[config.mk]
export PLATFORM = sky130hd
export DESIGN_NAME = mem_arbiter
export DESIGN_NICKNAME = d
export VERILOG_FILES = /design/src/rtl/mem_arb_pkg.sv /design/src/rtl/mem_arb_pick.sv /design/src/rtl/mem_arbiter.sv
export SDC_FILE = /design/constraint.sdc
export NUM_CORES = 1
export LEC_CHECK = 0
export BUFFER_PORTS_ARGS = -buffer_cell sky130_fd_sc_hd__buf_2
export CAP_MARGIN = 25
export CORE_MARGIN = 5
export CORE_UTILIZATION = 45
export CTS_CLUSTER_SIZE = 10
export DETAILED_ROUTE_END_ITERATION = 16
export PLACE_DENSITY = 0.78
export SYNTH_ARGS = -nofsm -noshare
export SYNTH_HDL_FRONTEND = slang
export SYNTH_HIERARCHICAL = 1
export SYNTH_SLANG_ARGS = --single-unit
[constraint.sdc]
create_clock -name clk -period 2.05 [get_ports clk]
set_input_delay 0.205 -clock clk [delete_from_list [all_inputs] [get_ports clk]]
set_output_delay 0.205 -clock clk [all_outputs]
set_load 0.02 [all_outputs]
[src/rtl/mem_arb_pkg.sv]
// Shared definitions for the CPU/DMA memory arbiter: FSM state encoding,
// requester identifiers and the width of the BUSY-cycle timeout counter.
package mem_arb_pkg;

  typedef enum logic [1:0] {
    IDLE = 2'd0,
    BUSY = 2'd1,
    RESP = 2'd2
  } state_e;

  localparam logic OWN_CPU = 1'b0;
  localparam logic OWN_DMA = 1'b1;

  // Wide enough for the largest legal TIMEOUT of 65535
  localparam int CNT_W = 16;

endpackage

[src/rtl/mem_arb_pick.sv]
// Two-way grant picker: a lone requester always wins; on a tie the grant
// goes to whichever requester was not the last one served.
module mem_arb_pick
  import mem_arb_pkg::*;
(
  input  logic cReq_i,
  input  logic dReq_i,
  input  logic lastOwner_i,
  output logic winner_o,
  output logic valid_o
);

  always_comb begin
    valid_o  = cReq_i | dReq_i;
    winner_o = OWN_CPU;
    if (dReq_i && !cReq_i) begin
      winner_o = OWN_DMA;
    end else if (cReq_i && dReq_i && (lastOwner_i == OWN_CPU)) begin
      winner_o = OWN_DMA;
    end
  end

endmodule

[src/rtl/mem_arbiter.sv]
// Arbitrates a CPU and a DMA requester onto one memory port, with a per-transaction
// timeout. Define MEM_ARB_RR_EN for round-robin ties; otherwise the CPU wins every tie.
module mem_arbiter
  import mem_arb_pkg::*;
#(
  parameter int ADDR_W  = 32,
  parameter int TIMEOUT = 255
) (
  input  logic              clk,
  input  logic              reset,
  input  logic              c_ren,
  input  logic              c_wen,
  input  logic [ADDR_W-1:0] c_addr,
  input  logic [31:0]       c_wdata,
  input  logic [3:0]        c_bsel,
  output logic [31:0]       c_rdata,
  output logic              c_ready,
  output logic              c_err,
  input  logic              d_ren,
  input  logic              d_wen,
  input  logic [ADDR_W-1:0] d_addr,
  input  logic [31:0]       d_wdata,
  input  logic [3:0]        d_bsel,
  output logic [31:0]       d_rdata,
  output logic              d_ready,
  output logic              d_err,
  output logic              mem_ren,
  output logic              mem_wen,
  output logic [ADDR_W-1:0] mem_addr,
  output logic [31:0]       mem_wdata,
  output logic [3:0]        mem_bsel,
  input  logic [31:0]       mem_rdata,
  input  logic              mem_ready,
  output logic              owner
);

  localparam logic [CNT_W-1:0] CNT_LAST = CNT_W'(TIMEOUT - 1);

  state_e            state_q;
  logic [CNT_W-1:0]  cnt_q;
  logic              owner_q;
  logic              mem_ren_q;
  logic              mem_wen_q;
  logic [ADDR_W-1:0] mem_addr_q;
  logic [31:0]       mem_wdata_q;
  logic [3:0]        mem_bsel_q;
  logic [31:0]       c_rdata_q;
  logic              c_ready_q;
  logic              c_err_q;
  logic [31:0]       d_rdata_q;
  logic              d_ready_q;
  logic              d_err_q;

  logic cReq;
  logic dReq;
  logic lastOwner;
  logic pickWinner;
  logic pickValid;
  logic busyDone;

  assign cReq     = c_ren | c_wen;
  assign dReq     = d_ren | d_wen;
  assign busyDone = (state_q == BUSY) && (mem_ready || (cnt_q == CNT_LAST));

  mem_arb_pick uPick (
    .cReq_i      (cReq),
    .dReq_i      (dReq),
    .lastOwner_i (lastOwner),
    .winner_o    (pickWinner),
    .valid_o     (pickValid)
  );

`ifdef MEM_ARB_RR_EN
  logic last_q;

  // Pointer starts at DMA so the CPU takes the first tie after reset
  always_ff @(posedge clk) begin
    if (reset) begin
      last_q <= OWN_DMA;
    end else if (busyDone) begin
      last_q <= owner_q;
    end
  end

  assign lastOwner = last_q;
`else
  assign lastOwner = OWN_DMA;
`endif

  always_ff @(posedge clk) begin
    if (reset) begin
      state_q     <= IDLE;
      cnt_q       <= '0;
      owner_q     <= OWN_CPU;
      mem_ren_q   <= 1'b0;
      mem_wen_q   <= 1'b0;
      mem_addr_q  <= '0;
      mem_wdata_q <= '0;
      mem_bsel_q  <= '0;
      c_rdata_q   <= '0;
      c_ready_q   <= 1'b0;
      c_err_q     <= 1'b0;
      d_rdata_q   <= '0;
      d_ready_q   <= 1'b0;
      d_err_q     <= 1'b0;
    end else begin
      c_ready_q <= 1'b0;
      c_err_q   <= 1'b0;
      d_ready_q <= 1'b0;
      d_err_q   <= 1'b0;
      case (state_q)
        // The payload is latched here, so later requester changes cannot disturb it
        IDLE: begin
          if (pickValid) begin
            state_q <= BUSY;
            cnt_q   <= '0;
            owner_q <= pickWinner;
            if (pickWinner == OWN_DMA) begin
              mem_wen_q   <= d_wen;
              mem_ren_q   <= d_ren & ~d_wen;
              mem_addr_q  <= d_addr;
              mem_wdata_q <= d_wdata;
              mem_bsel_q  <= d_bsel;
            end else begin
              mem_wen_q   <= c_wen;
              mem_ren_q   <= c_ren & ~c_wen;
              mem_addr_q  <= c_addr;
              mem_wdata_q <= c_wdata;
              mem_bsel_q  <= c_bsel;
            end
          end
        end
        BUSY: begin
          if (busyDone) begin
            state_q   <= RESP;
            mem_ren_q <= 1'b0;
            mem_wen_q <= 1'b0;
            if (owner_q == OWN_DMA) begin
              d_ready_q <= mem_ready;
              d_err_q   <= ~mem_ready;
              if (mem_ready) d_rdata_q <= mem_rdata;
            end else begin
              c_ready_q <= mem_ready;
              c_err_q   <= ~mem_ready;
              if (mem_ready) c_rdata_q <= mem_rdata;
            end
          end else begin
            cnt_q <= cnt_q + 1'b1;
          end
        end
        RESP:    state_q <= IDLE;
        default: state_q <= IDLE;
      endcase
    end
  end

  assign owner     = owner_q;
  assign mem_ren   = mem_ren_q;
  assign mem_wen   = mem_wen_q;
  assign mem_addr  = mem_addr_q;
  assign mem_wdata = mem_wdata_q;
  assign mem_bsel  = mem_bsel_q;
  assign c_rdata   = c_rdata_q;
  assign c_ready   = c_ready_q;
  assign c_err     = c_err_q;
  assign d_rdata   = d_rdata_q;
  assign d_ready   = d_ready_q;
  assign d_err     = d_err_q;

endmodule

==> flow_metrics.py <==
metrics = {
    "timing": {
        "period_minus_slack_ns": 1.90,
        "hold_violations": 0,
        "tightest_slew_ns": 0.624,
        "max_slew_margin_pct": 58.4,
        "tns_ns": 0,
        "skew_ns": 0.0109,
        "max_freq_ghz": 0.526,
        "rsz0062_at_grt": "false",
        "holdWs_ns": 0.0363,
        "finalSetupViolCount": 0,
        "slew_violations": 0,
        "post-route-period-util_pct": 92.8,
    },
    "synth": {
        "postSynthCellCount": 751,
        "synth_nets": 928,
        "synthAdderAreaFrac_pct": 0.382,
        "yosys-top-cells-count": "dfxtp_1, nand2_1, nor2_1",
        "synth-xor-area-share_pct": 0,
        "ys_top_cells_by_area": "dfxtp_1, mux2i_1, a211oi_1, nand2_1, a21oi_1",
        "ys.flop_type": "dfxtp_1",
        "synth_top_area_share_pct": 48.0,
        "synth.area.mux_share_pct": 10.7,
        "synth_edf_count": 0,
        "synth.distinct_cells": 49,
        "yosys_warnings": 6,
        "synth_top_area_cell": "dfxtp_1",
        "syn_area_um2": 6550,
        "yosys.cell_count.top_type": "dfxtp_1",
        "synth-compound-area-share_pct": 16.7,
        "postSynth.asyncResetShare_pct": 0,
        "synth-seq-cells": 157,
        "synth-simple-area-share_pct": 19.6,
        "avgSynthCellArea_um2": 8.73,
        "synth_top_family_by_area": "simple AND/OR/NAND/NOR gates",
        "yosysSeqAreaShare_pct": 48.0,
    },
    "critical_path": {
        "endpoint_kind": "flop",
        "slowest_delay_ns": 0.34,
        "worstPathCellList": "inv_1 > ha_1 > nor4b_1 > nand4_1 > buf_4 > a21boi_2 > a221o_1",
        "cp_slowest_cell": "nor4b_1",
        "worstSetupPathType": "flop to flop",
        "critPathLaunch": "cnt_q[0]",
        "cp-start-kind": "flop",
        "arrival_ns": 2.26,
        "crit_required_ns": 2.40,
        "rr_startpoint": "cnt_q[0]",
        "crit_fanout": 6,
    },
    "hold_path": {
        "hold_class": "primary input to flop",
        "min_from": "mem_rdata[22]",
    },
    "clock_network": {
        "hold_buffers": 0,
        "cts-htree-levels": 4,
        "cts_max_path_buffers": 2,
        "cts_sinks": 157,
        "cts_tree": "yes",
        "root_buffer": "clkbuf_16",
        "clk_pin_slew_worst_paths_ns": 0.06,
        "postCtsSetupBuffers": 0,
        "cts_resized": 0,
        "numCtsBuffers": 17,
        "clock_latency_ns": 0.42,
    },
    "grt": {
        "grt_pass1_wl_um": 28900,
        "grt_pass1_vias": 5891,
        "antenna_found_initial": 0,
        "grt_usage_pct": 21.3,
        "globalRouteOverflowTotal": 0,
        "grt_start_max_net_pins": 142,
    },
    "pwr": {
        "leakagePower_uw": 0.00421,
        "vdd_ir_drop_max_mv": 0.586,
        "cellPowerDensity_nw_per_um2": 888,
    },
    "layout": {
        "antenna_cells": 0,
        "nFillCells": 1301,
        "instances_no_fill": 1242,
        "area_delta_synth_final_pct": 36.2,
        "drive_gt1_share_pct": 35.6,
        "nNetsFinal": 1222,
    },
    "route": {
        "ant_nets": 0,
        "routedWlPerCell_um": 15.5,
        "vias": 6442,
        "wirelength_um": 19300,
        "via_per_inst": 5.19,
        "drtIter0Drc": 242,
        "drtPass1Iterations": 5,
        "drc": 0,
    },
    "placed_design": {
        "gp_congestion": 0.941,
        "port_buffers": 313,
        "dpl.cell_count": 1210,
        "hpwl_um": 14400,
    },
    "floorplanning": {
        "core_area_um2": 14400,
        "rows": 44,
        "start_util_pct": 45.4,
        "die_w_um": 131,
        "die_h_um": 131,
        "dieArea_um2": 17100,
        "boundaryPins": 314,
    },
    "run_status": {
        "status": "complete, no violations",
    },
    "flow_run": {
        "drv_cap": 0,
    },
}
[power by group]
group | switching (uW) | leakage (uW) | internal [uW]
logic | 884 | 0.00264 | 558
registers | 110 | 0.00129 | 3270
clock network | 1260 | 0.000279 | 1840
[cell usage in the layout (no fill, tap or decap), types with 8 or more instances in the layout]
cell       instances
nor3_1             9
a21oi_1           67
dfxtp_1          157
nor2_1            85
a211oi_1          72
and3_1             8
buf_4             18
inv_1              8
clkbuf_16         17
nand2_1          132
mux2i_1           69
buf_2            312
nand3_1           17
[through the flow]
stage | worst slack (ns) | cell area, um^2 | power, uW | utilization (%)
global placement | 0.241 | 8340 | 4870 | 57.8
floorplan | 0.290 | 6550 | 4300 | -
finish | 0.147 | 8920 | 7930 | 61.9
CTS | 0.140 | 8920 | 8000 | 61.9
global route | 0.0436 | 8920 | 8260 | 61.9
detailed placement | 0.155 | 8340 | 4900 | 57.8
[per-layer routing]
| layer | part of all wire, % | GRT usage [%] | vias up |
|---|---|---|---|
| met5 | 0 | 0 | - |
| met3 | 8.2 | 5.00 | 34 |
| met4 | 2.8 | 9.38 | 0 |
| met2 | 49 | 36.1 | 278 |
| li1 | - | - | 3238 |
| met1 | 40 | 25.8 | 2892 |
[worst paths after layout]
| check | to | slack [ns] | cells past startpoint |
|---|---|---|---|
| worst min-delay path | d_rdata[22] | 0.04 | 3 |
| worst min register to register | d_rdata[27] | 0.45 | 2 |
| worst max-delay path | cnt_q[11] | 0.15 | 7 |
| worst max register to register | cnt_q[11] | 0.15 | 7 |
[final cells by class]
class | count | area [um^2] | share of cell area, %
clock buffers | 21 | 450 | 5.05
clock inverters | 11 | 133 | 1.49
inverters | 8 | 30.0 | 0.337
multi-input cells | 525 | 3120 | 35.0
flip-flops and latches | 157 | 3140 | 35.2
well taps | 184 | 230 | 2.58
repair buffers | 336 | 1820 | 20.4
[cells by family (layout without fill, tap and decap cells)]
family          count (synthesis)  after routing
compound gates                166            166
fa+ha+maj                       2              2
other cells                     1              1
flops                         157            157
mux                            70             70
simple gates                  286            286
buf+inv                        69            376
[flip-flops by register name, summed over array words and instances (netlist names)]
name and flops:
mem_wdata 32, state_q 2, mem_ren 1, owner 1, mem_addr 32, d_err 1, d_ready 1, cnt_q 16
mem_bsel 4, c_ready 1, mem_wen 1, c_rdata 32, d_rdata 32, c_err 1
[critical path, delay by kind of cell, from the launching register on]
kind / cells / cell delay [ns]
AND/OR/NAND/NOR: 2 / 0.60
AO/OA/AOI/OAI: 2 / 0.48
flip-flops: 1 / 0.31
buffers and inverters: 2 / 0.29
adder cells (fa/ha/maj): 1 / 0.17
No activity file was read; power rests on OpenSTA's default activity.
